$ cat config.mk
export PLATFORM = sky130hd
export DESIGN_NAME = max_seq_driver
export DESIGN_NICKNAME = d
export VERILOG_FILES = /design/src/rtl/max_seq_driver.sv
export SDC_FILE = /design/constraint.sdc
export NUM_CORES = 1
export LEC_CHECK = 0
export CAP_MARGIN = 20
export CELL_PAD_IN_SITES_DETAIL_PLACEMENT = 1
export CELL_PAD_IN_SITES_GLOBAL_PLACEMENT = 1
export CORE_ASPECT_RATIO = 1.4
export CORE_MARGIN = 2
export CORE_UTILIZATION = 40
export DETAILED_ROUTE_END_ITERATION = 10
export DONT_BUFFER_PORTS = 1
export PLACE_DENSITY = 0.71
export SLEW_MARGIN = 0
export SYNTH_ARGS = -nofsm -noshare
export SYNTH_HDL_FRONTEND = slang
export SYNTH_SLANG_ARGS = --single-unit
$ cat constraint.sdc
create_clock -name clk -period 4.75 [get_ports clk]
set_input_delay 0.95 -clock clk [delete_from_list [all_inputs] [get_ports clk]]
set_output_delay 0.95 -clock clk [all_outputs]
set_load 0.05 [all_outputs]
$ cat src/rtl/max_seq_driver.sv
`default_nettype none
// ============================================================================
// Module      : max_seq_driver
// Description : Stimulus/sequencing driver for a max-finder FSM + datapath.
//               Buffers up to DEPTH unsigned samples, streams them one per
//               cycle with start held high, waits for done, captures the
//               datapath max register and compares it against an internally
//               tracked maximum.
// Ports       : clk, rst (async, active-low)
//               wr_en/wr_data   - sample buffer write
//               go              - launch a run over the buffered samples
//               busy, count     - run-in-progress flag, samples buffered
//               start, data_out - stream towards the FSM / datapath
//               done_in, max_in - completion and max value from the datapath
//               result, result_valid, mismatch, timeout - run report
//               wr_err          - sticky dropped-write flag
// Revision    : 1.0 - initial release
// ============================================================================
module max_seq_driver #(
    parameter int DATA_W  = 8,
    parameter int DEPTH   = 16,
    parameter int TIMEOUT = 8
) (
    input  logic                     clk,
    input  logic                     rst,
    input  logic                     wr_en,
    input  logic [DATA_W-1:0]        wr_data,
    input  logic                     go,
    output logic                     busy,
    output logic [$clog2(DEPTH):0]   count,
    output logic                     start,
    output logic [DATA_W-1:0]        data_out,
    input  logic                     done_in,
    input  logic [DATA_W-1:0]        max_in,
    output logic [DATA_W-1:0]        result,
    output logic                     result_valid,
    output logic                     mismatch,
    output logic                     timeout,
    output logic                     wr_err
);

    localparam int c_AW = $clog2(DEPTH);
    localparam int c_CW = c_AW + 1;
    localparam int c_TW = $clog2(TIMEOUT + 1);

    typedef enum logic [1:0] {
        ST_IDLE   = 2'd0,
        ST_STREAM = 2'd1,
        ST_DRAIN  = 2'd2,
        ST_REPORT = 2'd3
    } state_t;

    state_t              r_state;
    logic [DATA_W-1:0]   r_buf [DEPTH];
    logic [c_AW-1:0]     r_wr_ptr;
    logic [c_AW-1:0]     r_rd_ptr;
    logic [c_CW-1:0]     r_sent;     // samples presented so far in this run
    logic [c_TW-1:0]     r_wait;     // DRAIN cycles elapsed
    logic [DATA_W-1:0]   r_exp_max;

    logic                w_full;
    logic                w_go_ok;
    logic                w_wr_ok;
    logic                w_wr_drop;
    logic [DATA_W-1:0]   w_rd_data;

    assign w_full    = (count == c_CW'(DEPTH));
    assign w_go_ok   = (r_state == ST_IDLE) && go && (count != '0);
    // An accepted go takes priority over a same-cycle write.
    assign w_wr_ok   = (r_state == ST_IDLE) && wr_en && !w_full && !w_go_ok;
    assign w_wr_drop = wr_en && !w_wr_ok;
    assign w_rd_data = r_buf[r_rd_ptr];

    // Sample storage carries no reset: stale contents are unreachable once
    // count and the pointers are cleared.
    always_ff @(posedge clk) begin
        if (w_wr_ok) begin
            r_buf[r_wr_ptr] <= wr_data;
        end
    end

    always_ff @(posedge clk or negedge rst) begin
        if (!rst) begin
            r_state      <= ST_IDLE;
            r_wr_ptr     <= '0;
            r_rd_ptr     <= '0;
            r_sent       <= '0;
            r_wait       <= '0;
            r_exp_max    <= '0;
            busy         <= 1'b0;
            count        <= '0;
            start        <= 1'b0;
            data_out     <= '0;
            result       <= '0;
            result_valid <= 1'b0;
            mismatch     <= 1'b0;
            timeout      <= 1'b0;
            wr_err       <= 1'b0;
        end else begin
            result_valid <= 1'b0;
            if (w_wr_drop) begin
                wr_err <= 1'b1;
            end

            case (r_state)
                ST_IDLE: begin
                    if (w_go_ok) begin
                        // rd_ptr is 0 here, so w_rd_data is the first sample.
                        r_state   <= ST_STREAM;
                        busy      <= 1'b1;
                        start     <= 1'b1;
                        data_out  <= w_rd_data;
                        r_exp_max <= w_rd_data;
                        r_rd_ptr  <= r_rd_ptr + 1'b1;
                        r_sent    <= c_CW'(1);
                    end else if (w_wr_ok) begin
                        r_wr_ptr <= r_wr_ptr + 1'b1;
                        count    <= count + 1'b1;
                    end
                end

                ST_STREAM: begin
                    if (r_sent == count) begin
                        // Last sample was presented this cycle.
                        r_state <= ST_DRAIN;
                        start   <= 1'b0;
                        r_wait  <= '0;
                    end else begin
                        data_out <= w_rd_data;
                        if (w_rd_data > r_exp_max) begin
                            r_exp_max <= w_rd_data;
                        end
                        r_rd_ptr <= r_rd_ptr + 1'b1;
                        r_sent   <= r_sent + 1'b1;
                    end
                end

                ST_DRAIN: begin
                    if (done_in) begin
                        result       <= max_in;
                        mismatch     <= (max_in != r_exp_max);
                        timeout      <= 1'b0;
                        result_valid <= 1'b1;
                        r_state      <= ST_REPORT;
                    end else if (r_wait == c_TW'(TIMEOUT)) begin
                        result       <= '0;
                        mismatch     <= 1'b0;
                        timeout      <= 1'b1;
                        result_valid <= 1'b1;
                        r_state      <= ST_REPORT;
                    end else begin
                        r_wait <= r_wait + 1'b1;
                    end
                end

                ST_REPORT: begin
                    r_state  <= ST_IDLE;
                    busy     <= 1'b0;
                    count    <= '0;
                    r_wr_ptr <= '0;
                    r_rd_ptr <= '0;
                    r_sent   <= '0;
                end

                default: begin
                    r_state <= ST_IDLE;
                end
            endcase
        end
    end

endmodule
`default_nettype wire

# After elaboration in Yosys (flattened, before gate mapping)
# Memories as Yosys holds them, arrays and structs flattened.
# Cells that the tools add are included.
# totals
reg_bits	54
latch_bits	0
ram_bits	128
rom_bits	0
output_inout_bits	27
mem_count	1
# op_classes
addsub	5
n_mul	0
div_mod_pow	0
magnitude_cmp	1
n_eq_ne	16
n_shift	0
n_mux	42
bitwise	0
n_reduce_logical	25
# memory_table
memory	depth	width	read_ports	rd_clocked_by_memory_dff	wr	line	source
r_buf	16	8	1	0	1	54	logic [DATA_W-1:0] r_buf [DEPTH];
# ops
cell	n
8-bit 2-to-1 mux	6
8-bit case mux with 2 select lines	2
4-bit 2-to-1 mux	7
5-bit 2-to-1 mux	4
2-bit != test (second input constant)	8
4-bit case mux with 2 select lines	2
5-bit case mux with 3 select lines	1
3-bit AND reduction	5
4-bit by 1-bit adder with 4-bit output (second input constant)	3
4-bit case mux with 3 select lines	1
1-bit 2-to-1 mux	11
5-bit by 1-bit adder with 5-bit output (second input constant)	2
5-bit case mux with 2 select lines	1
8-bit greater-than comparator	1
2-bit 2-to-1 mux	4
8-bit != test	1
2-bit case mux with 4 select lines	1
4-bit AND reduction	2
2-bit nonzero test	4
1-bit logical AND	6
5-bit == test	1
5-bit == test (second input constant)	1
5-bit nonzero test	1
2-bit == test (second input constant)	2
other kinds (8)	12

# Logic depth before layout (Yosys ltp)
# Gate-level depths: netlist (run 1).
# depth
word_depth	8
depth_mapped	13

# Worst setup path before layout (run 1)
# OpenSTA, ideal clock, no wires.
# synth_path
path_type	register to register
startpoint	reg r_rd_ptr[0]
endpoint	reg r_exp_max[0]
setup_time_ns	0.125
arrival_ns	3.072
slack_ns	1.553
path_stages_with_launch	13
n_path_buf	3
synth_period_minus_slack_ns	3.197
cell_sequence	dfrtp_1 buf_2 buf_2 mux4_2 a22oi_1 nand2_1 ha_1 nand2_1 o21bai_1 a21o_2 a311o_2 buf_6 mux2_2
# synth_between
elab_chain_cells	4
elab_cells_between_ends	8
cone_classes	1 x order compare; 1 x eq/ne; 4 x mux; 1 x reduce/logical; 1 x memory
# synth_lines
element	line	source
from (decl)	56	logic [c_AW-1:0] r_rd_ptr;
from (signal assigned)	114	r_rd_ptr <= r_rd_ptr + 1'b1;
from (signal assigned)	133	r_rd_ptr <= r_rd_ptr + 1'b1;
memory 16 x 8 bit	-	
via w_rd_data[3]	65	logic [DATA_W-1:0] w_rd_data;
8-bit greater-than comparator	130	if (w_rd_data > r_exp_max) begin
2-bit != test (no source line)	-	
4-bit AND reduction (no source line)	-	
to (signal assigned)	113	r_exp_max <= w_rd_data;
to (signal assigned)	131	r_exp_max <= w_rd_data;
to (decl)	59	logic [DATA_W-1:0] r_exp_max;
# The timed path passes the listed nets, and every way through them passes these cells. The select of a mux whose other input is x is not followed.
# A chain may end at the register's enable or synchronous reset.

# Worst setup path in the final report (run 1)
# layout_path
startpoint	reg r_rd_ptr[0]
endpoint	reg r_exp_max[5]
# Same word-level chain as after synthesis.

==> load_flow_metrics.sql, run 1 <==
INSERT INTO impl_metrics (metric_group, metric, value, unit) VALUES
('final_layout', 'area_delta_synth_final', '11.2', '%'),
('cts', 'ctsHoldBuffers', '0', ''),
('power_and_ir_drop', 'netSwitchingFraction', '0.394', ''),
('synth', 'yosys_register_bits', '182', ''),
('cts', 'cts_made_buffers', '17', ''),
('sta', 'setup_viol', '0', ''),
('power_and_ir_drop', 'comb_power_share', '0.314', ''),
('global_routing', 'antenna_found_initial', '0', ''),
('die', 'die_h', '170', 'um'),
('setup_path', 'timing.setup.critical_path_class', 'reg2reg', ''),
('sta', 'worst_hold_slack', '0.190', 'ns'),
('placed_design', 'numPortBuffers', '0', ''),
('placed_design', 'number_of_placed_instances_taps_included', '730', ''),
('cts', 'clk_pin_slew_worst_paths', '0.08', 'ns'),
('setup_path', 'critPathSlowestCell', 'dfrtp_2', ''),
('setup_path', 'ff2ff_path_depth', '10', ''),
('cts', 'cts_buffer_depth', '2', ''),
('final_layout', 'antenna_cells_inserted', '0', ''),
('sta', 'post_route_clock_period_utilization', '0.764', ''),
('cts', 'clk_root_buffer_cell', 'clkbuf_16', ''),
('setup_path', 'critPathArrivalTime', '3.95', 'ns'),
('run_status', 'status', 'complete, no violations', ''),
('sta', 'finalHoldViolCount', '0', ''),
('die', 'placementRows', '60', ''),
('die', 'floorplan.die.width', '123', 'um'),
('setup_path', 'crit_path_launch_type', 'register', ''),
('detailed_routing', 'detailedRoute.firstIterationViolations', '288', ''),
('power_and_ir_drop', 'fin_total_pwr', '5.87', 'mW'),
('detailed_routing', 'vias_per_cell', '5.62', ''),
('sta', 'worst-slew-pin-transition', '1.09', 'ns'),
('cts', 'cts_tree', 'built', ''),
('min_path', 'timing.hold.worst.class', 'in2async', ''),
('setup_path', 'sequence_of_cells_on_the_critical_path', 'buf_12, mux4_2, a22oi_1, nand2_1, ha_1, nand2_1, o21bai_1, a21o_2, a311o_2, mux2_2', ''),
('setup_path', 'critical_path.top_delay_family', 'compound AO/OA/AOI/OAI gates', ''),
('sta', 'finalWorstSetupSlack', '1.12', 'ns'),
('sta', 'setup_repair_after_global_routing_missed_its_margin', 'no', ''),
('synth', 'synth_cell_types', '53', ''),
('detailed_routing', 'avgRoutedWirePerCell', '22.5', 'um'),
('detailed_routing', 'route.vias.total', '4288', ''),
('setup_path', 'crit_top_cell', 'nand2_1', ''),
('cts', 'ctsHtreeMaxLevel', '4', ''),
('synth', 'synthesis.instances', '500', ''),
('power_and_ir_drop', 'power.ir.vdd_worst', '284', 'uV'),
('synth', 'post_synth_edffs', '128', ''),
('sta', 'slew-limit-headroom', '0.268', ''),
('sta', 'worst_setup_skew_after_layout', '0.0206', 'ns'),
('global_routing', 'number_of_global_route_vias_before_repair', '4759', ''),
('final_layout', 'final_layout_size_suffix_gt1_frac', '0.190', ''),
('synth', 'synth_top_flop_cell', 'edfxtp_1', ''),
('die', 'floorplan.core_area', '0.0193', 'mm2'),
('placed_design', 'post-dp-hpwl', '11800', 'um'),
('power_and_ir_drop', 'cell_pwr_density', '670', 'mW/mm2'),
('global_routing', 'grt_max_degree', '55', ''),
('detailed_routing', 'total_routed_wirelength', '17200', 'um'),
('detailed_routing', 'detail-route-antenna-nets', '0', ''),
('final_layout', 'most_common_cell_after_layout_fill_and_taps_aside', 'edfxtp_1', ''),
('final_layout', 'final_core_util', '0.454', ''),
('power_and_ir_drop', 'net_switching_component_of_the_power', '2.31', 'mW'),
('setup_path', 'rr_endpoint', 'r_exp_max[5]', ''),
('placed_design', 'detailed_place.area', '0.00811', 'mm2'),
('synth', 'async_flop_share', '0.297', ''),
('die', 'effective_utilization_at_floorplan', '0.408', ''),
('final_layout', 'mostFrequentLayoutCells', 'edfxtp_1, dfrtp_1, mux4_2, nand2_1, nor2_1', ''),
('detailed_routing', 'drc', '0', ''),
('synth', 'yosysSeqAreaShare', '0.660', ''),
('detailed_routing', 'first_pass_iters', '5', ''),
('power_and_ir_drop', 'power_frac_seq', '0.432', ''),
('global_routing', 'overflow_left_after_global_routing', '0', ''),
('setup_path', 'path_depth', '10', ''),
('final_layout', 'design_area', '0.00875', 'mm2'),
('cts', 'post_cts_buffers', '0', '');
layout make-up:
cell class	count	area, um2
Clock buffer	17	425
Clock inverter	15	211
Fill cell	1856	10500
Inverter	19	71.3
Multi-Input combinational cell	275	2470
Sequential cell	182	5200
Tap cell	248	310
Timing Repair Buffer	7	65.1
cells by family after synthesis:
kind of cell	after synthesis	share of synthesized area
buf+inv	43	0.0254
xor+xnor	13	0.0145
compound gates	72	0.0701
flops	182	0.660
mux	50	0.117
fa+ha+maj	23	0.0366
simple gates	117	0.0759
flip-flops by register name (all words and copies together), names as in the netlist, 2 cells and up:
register / flops
count: 5
r_rd_ptr: 4
result: 8
r_state: 2
data_out: 8
r_sent: 5
r_wait: 4
r_wr_ptr: 4
r_buf: 128
r_exp_max: 8
cells in the mapped netlist, types with 2 or more instances:
cell type  instances  area, um2
a221o_1            4       40.0
nand3_1           16       80.1
buf_1              3       11.3
nor2b_1            7       43.8
clkbuf_1          12       45.0
o21ai_0           12       60.1
xor2_1             3       26.3
buf_6              4       45.0
a21oi_1            7       35.0
nand2b_1           7       43.8
nor2_1            26       97.6
a22o_1             9       78.8
dfrtp_1           54       1350
a21o_1             4       30.0
or4_1              2       15.0
edfxtp_1         128       3840
nor3b_1            3       22.5
buf_2              4       20.0
and2_1             3       18.8
nand4_1            7       43.8
mux4_2            32        721
mux2_2            17        191
nor4_1             3       18.8
nor4b_1            3       26.3
xnor2_1           10       87.6
ha_1              23        288
o21bai_1           2       15.0
o21ai_1            2       10.0
nand2_1           27        101
nor3_1             9       45.0
a211o_1            2       17.5
inv_1             19       71.3
a22oi_1           16        120
how the worst max path moves through the flow:
stage                start  slack, ns      endpoint
5_1_grt        r_rd_ptr[0]       0.95  r_exp_max[5]
3_5_place_dp   r_rd_ptr[0]       1.17  r_exp_max[5]
4_1_cts        r_rd_ptr[0]       1.09  r_exp_max[5]
6_report       r_rd_ptr[0]       1.12  r_exp_max[5]
2_1_floorplan  r_rd_ptr[0]       1.55  r_exp_max[0]
3_3_place_gp   r_rd_ptr[0]       1.27  r_exp_max[2]
power groups by stage:
stage / Combinational, mW / Sequential, mW / Clock (mW)
floorplan: 1.52 / 2.46 / 0
global placement: 1.75 / 2.56 / 0
detailed placement: 1.84 / 2.58 / 0
CTS: 1.87 / 2.54 / 1.51
global route: 2.04 / 2.58 / 1.57
finish: 1.84 / 2.54 / 1.49
layer usage:
metal | wire length, um | part of all wire | global-route usage
met1 | 6490 | 0.38 | 0.192
met2 | 9460 | 0.55 | 0.323
met3 | 719 | 0.042 | 0.0446
met4 | 494 | 0.029 | 0.0795
met5 | 0 | 0 | 0
(Power assumes the default switching activity.)
==> run 2, diff against run 1 <==
- PLACE_DENSITY: 0.71 -> 0.73
- clock period: 4.75 -> 3.22 ns (I/O delays scaled with it)
==> run 2 against run 1 <==
Against the previous run:
- the run now ends with negative setup slack left
- combinational power grew 100%
- sequential power is 42% higher
- clock skew decreased by 0.011 ns
- hold slack got worse by 0.12 ns
- core utilization grew 2.7 points
- non-clock buffer count up 46
- sequential cell count did not move
- largest cell class unchanged
- register-to-register slack got worse by 1.1 ns
==> load_flow_metrics.sql, run 2 (synthesized netlist as in run 1, its figures left out) <==
INSERT INTO impl_metrics (metric_group, metric, value, unit) VALUES
('detailed_routing', 'detail-route-antenna-nets', '0', ''),
('power_and_ir_drop', 'netSwitchingFraction', '0.388', ''),
('sta', 'report.final.slew_viol_count', '0', ''),
('power_and_ir_drop', 'net_switching_component_of_the_power', '3.62', 'mW'),
('detailed_routing', 'wl_met2', '10600', 'um'),
('power_and_ir_drop', 'cell_pwr_density', '1010', 'mW/mm2'),
('sta', 'post_route_clock_period_utilization', '1.00', ''),
('setup_path', 'rr_endpoint', 'r_exp_max[4]', ''),
('detailed_routing', 'wl_met3', '852', 'um'),
('die', 'die_area', '0.0208', 'mm2'),
('sta', 'setup_viol', '1', ''),
('sta', 'min_period', '3.23', 'ns'),
('placed_design', 'post-dp-hpwl', '12200', 'um'),
('cts', 'cts_tree', 'built', ''),
('detailed_routing', 'avgRoutedWirePerCell', '23.8', 'um'),
('power_and_ir_drop', 'clock_power_share', '0.218', ''),
('setup_path', 'critical_path_required', '3.53', 'ns'),
('sta', 'slew-limit-headroom', '0.330', ''),
('placed_design', 'numPortBuffers', '0', ''),
('cts', 'insertion_delay', '0.43', 'ns'),
('detailed_routing', 'first_pass_iters', '4', ''),
('cts', 'clk_root_buffer_cell', 'clkbuf_16', ''),
('die', 'effective_utilization_at_floorplan', '0.408', ''),
('final_layout', 'fillers', '1840', ''),
('global_routing', 'number_of_global_route_vias_before_repair', '4997', ''),
('setup_path', 'crit_start', 'r_rd_ptr[0]', ''),
('run_status', 'failing_checks', 'negative setup slack', ''),
('sta', 'maxClockFrequency', '310', 'MHz'),
('sta', 'finalWorstSetupSlack', '-0.00536', 'ns'),
('cts', 'cts_buffer_depth', '2', ''),
('global_routing', 'grt_max_degree', '55', ''),
('power_and_ir_drop', 'comb_power_share', '0.396', ''),
('setup_path', 'critical_path_peak_fanout', '8', ''),
('detailed_routing', 'route.layer.met1.wl', '7330', 'um'),
('placed_design', 'post-place-ws', '0.0139', 'ns'),
('cts', 'cts_made_buffers', '17', ''),
('flow_run', 'maxCapViolCount', '0', ''),
('cts', 'clk_pin_slew_worst_paths', '0.07', 'ns'),
('power_and_ir_drop', 'power.ir.vdd_worst', '408', 'uV'),
('setup_path', 'timing.setup.critical_path_class', 'reg2reg', ''),
('die', 'placementRows', '60', ''),
('global_routing', 'antenna_found_initial', '0', ''),
('cts', 'ctsHtreeMaxLevel', '4', ''),
('die', 'die_h', '170', 'um'),
('cts', 'numClockSinks', '182', ''),
('detailed_routing', 'drc', '0', ''),
('setup_path', 'r2r_setup_slack', '-0.005', 'ns'),
('final_layout', 'final_core_util', '0.480', ''),
('min_path', 'timing.hold.worst.class', 'in2async', ''),
('final_layout', 'most_common_cell_after_layout_fill_and_taps_aside', 'edfxtp_1', ''),
('final_layout', 'final_layout_size_suffix_gt1_frac', '0.296', ''),
('global_routing', 'grt_pass1_wl', '28400', 'um'),
('detailed_routing', 'highest_layer', 'met4', ''),
('global_routing', 'gr-usage-all-layers', '0.184', ''),
('final_layout', 'design.final.nets', '592', ''),
('die', 'floorplan.die.width', '123', 'um'),
('power_and_ir_drop', 'fin_total_pwr', '9.34', 'mW'),
('final_layout', 'max_flop_register', 'r_buf', ''),
('detailed_routing', 'total_routed_wirelength', '19200', 'um'),
('final_layout', 'antenna_cells_inserted', '0', ''),
('sta', 'finalHoldViolCount', '0', ''),
('die', 'floorplan.core_area', '0.0193', 'mm2'),
('detailed_routing', 'detailedRoute.firstIterationViolations', '430', ''),
('setup_path', 'critical_path.reg2reg.startpoint', 'r_rd_ptr[0]', ''),
('sta', 'worst-slew-pin-transition', '0.999', 'ns'),
('detailed_routing', 'route.vias.total', '4544', ''),
('setup_path', 'critPathArrivalTime', '3.54', 'ns'),
('final_layout', 'area.sequential', '0.00520', 'mm2'),
('detailed_routing', 'vias_per_cell', '5.62', ''),
('final_layout', 'multi_input_area', '0.00261', 'mm2'),
('sta', 'worst_setup_skew_after_layout', '0.00942', 'ns'),
('power_and_ir_drop', 'intPower', '5.72', 'mW'),
('final_layout', 'flip_flop_count_of_the_largest_register_all_copies_and_words_added', '128', ''),
('power_and_ir_drop', 'total_leakage_power', '3.38', 'nW'),
('final_layout', 'mostFrequentLayoutCells', 'edfxtp_1, dfrtp_1, buf_4, mux4_2, nor2_1', ''),
('setup_path', 'crit_path_launch_type', 'register', ''),
('global_routing', 'overflow_left_after_global_routing', '0', ''),
('final_layout', 'area_delta_synth_final', '17.8', '%'),
('placed_design', 'routabilityCongestion', '0.744', ''),
('run_status', 'status', 'complete, but fails checks', ''),
('die', 'ioPinCount', '48', ''),
('setup_path', 'ff2ff_path_depth', '11', ''),
('setup_path', 'worst_setup_path_end_kind', 'register', ''),
('power_and_ir_drop', 'power_frac_seq', '0.385', '');
## run 2: changes by cell type in the layout (fill, tap and decap cells not counted), sizes merged
cell,previous run,this run
inv,27,25
clkbuf,17,20
clkinv,5,6
buf,7,51
## run 2: how the worst max path moves through the flow
stage,end,depth (start not counted)
global placement,r_exp_max[6],10
global route,r_exp_max[4],10
finish,r_exp_max[4],11
CTS,r_exp_max[4],10
detailed placement,r_exp_max[1],10
floorplan,r_exp_max[0],12
## run 2: critical path, cell delays in order (launching register included)
cell,delay [ns]
dfrtp_2,0.45
buf_6,0.15
clkbuf_16,0.14
mux4_2,0.50
a22oi_2,0.23
nand2_2,0.13
ha_4,0.29
nand2_1,0.06
o21bai_1,0.17
a21o_2,0.19
a311o_2,0.46
mux2_4,0.33
## run 2: metrics by stage
| stage | cells | setup TNS (ns) | area (um2) | hold WS (ns) |
|---|---|---|---|---|
| 4_1_cts | 788 | 0 | 8930 | 0.0621 |
| 3_5_place_dp | 754 | 0 | 8310 | 0.351 |
| 5_1_grt | 809 | -0.660 | 9270 | 0.0735 |
| 3_3_place_gp | 754 | 0 | 8310 | 0.350 |
| 2_1_floorplan | 500 | 0 | 7870 | 0.348 |
| 6_report | 809 | -0.00536 | 9270 | 0.0693 |
## run 2: power groups by stage
| stage | Combinational [mW] | Clock (mW) | Sequential, mW |
|---|---|---|---|
| 6_report | 3.70 | 2.04 | 3.60 |
| 2_1_floorplan | 2.24 | 0 | 3.62 |
| 5_1_grt | 4.05 | 2.17 | 3.65 |
| 3_3_place_gp | 2.89 | 0 | 3.61 |
| 4_1_cts | 3.14 | 2.08 | 3.60 |
| 3_5_place_dp | 3.03 | 0 | 3.64 |
## run 2: layout make-up
cell class                 count  area share
tap                          248      0.0335
sequential                   182       0.561
clock inverter                14      0.0155
timing repair buffer          53      0.0546
clock buffer                  18      0.0463
multi-input combinational    275       0.282
inverter                      19     0.00770
## run 2: layer usage
metal / vias to the layer above / track usage
li1: 2028 / -
met1: 2367 / 0.213
met2: 118 / 0.327
met3: 31 / 0.0452
met4: 0 / 0.0650
met5: - / 0
## run 2: timing repair
| item | in CTS | in global routing |
|---|---|---|
| resized for setup | 2 | 26 |
| cloned | 0 | 3 |
| buffers inserted | 1 | 18 |
| endpoints found under the setup margin | 8 | 8 |
| endpoints found under the hold margin | 54 | 0 |
| pin swaps | 1 | 12 |
| hold buffers | 1 | 0 |
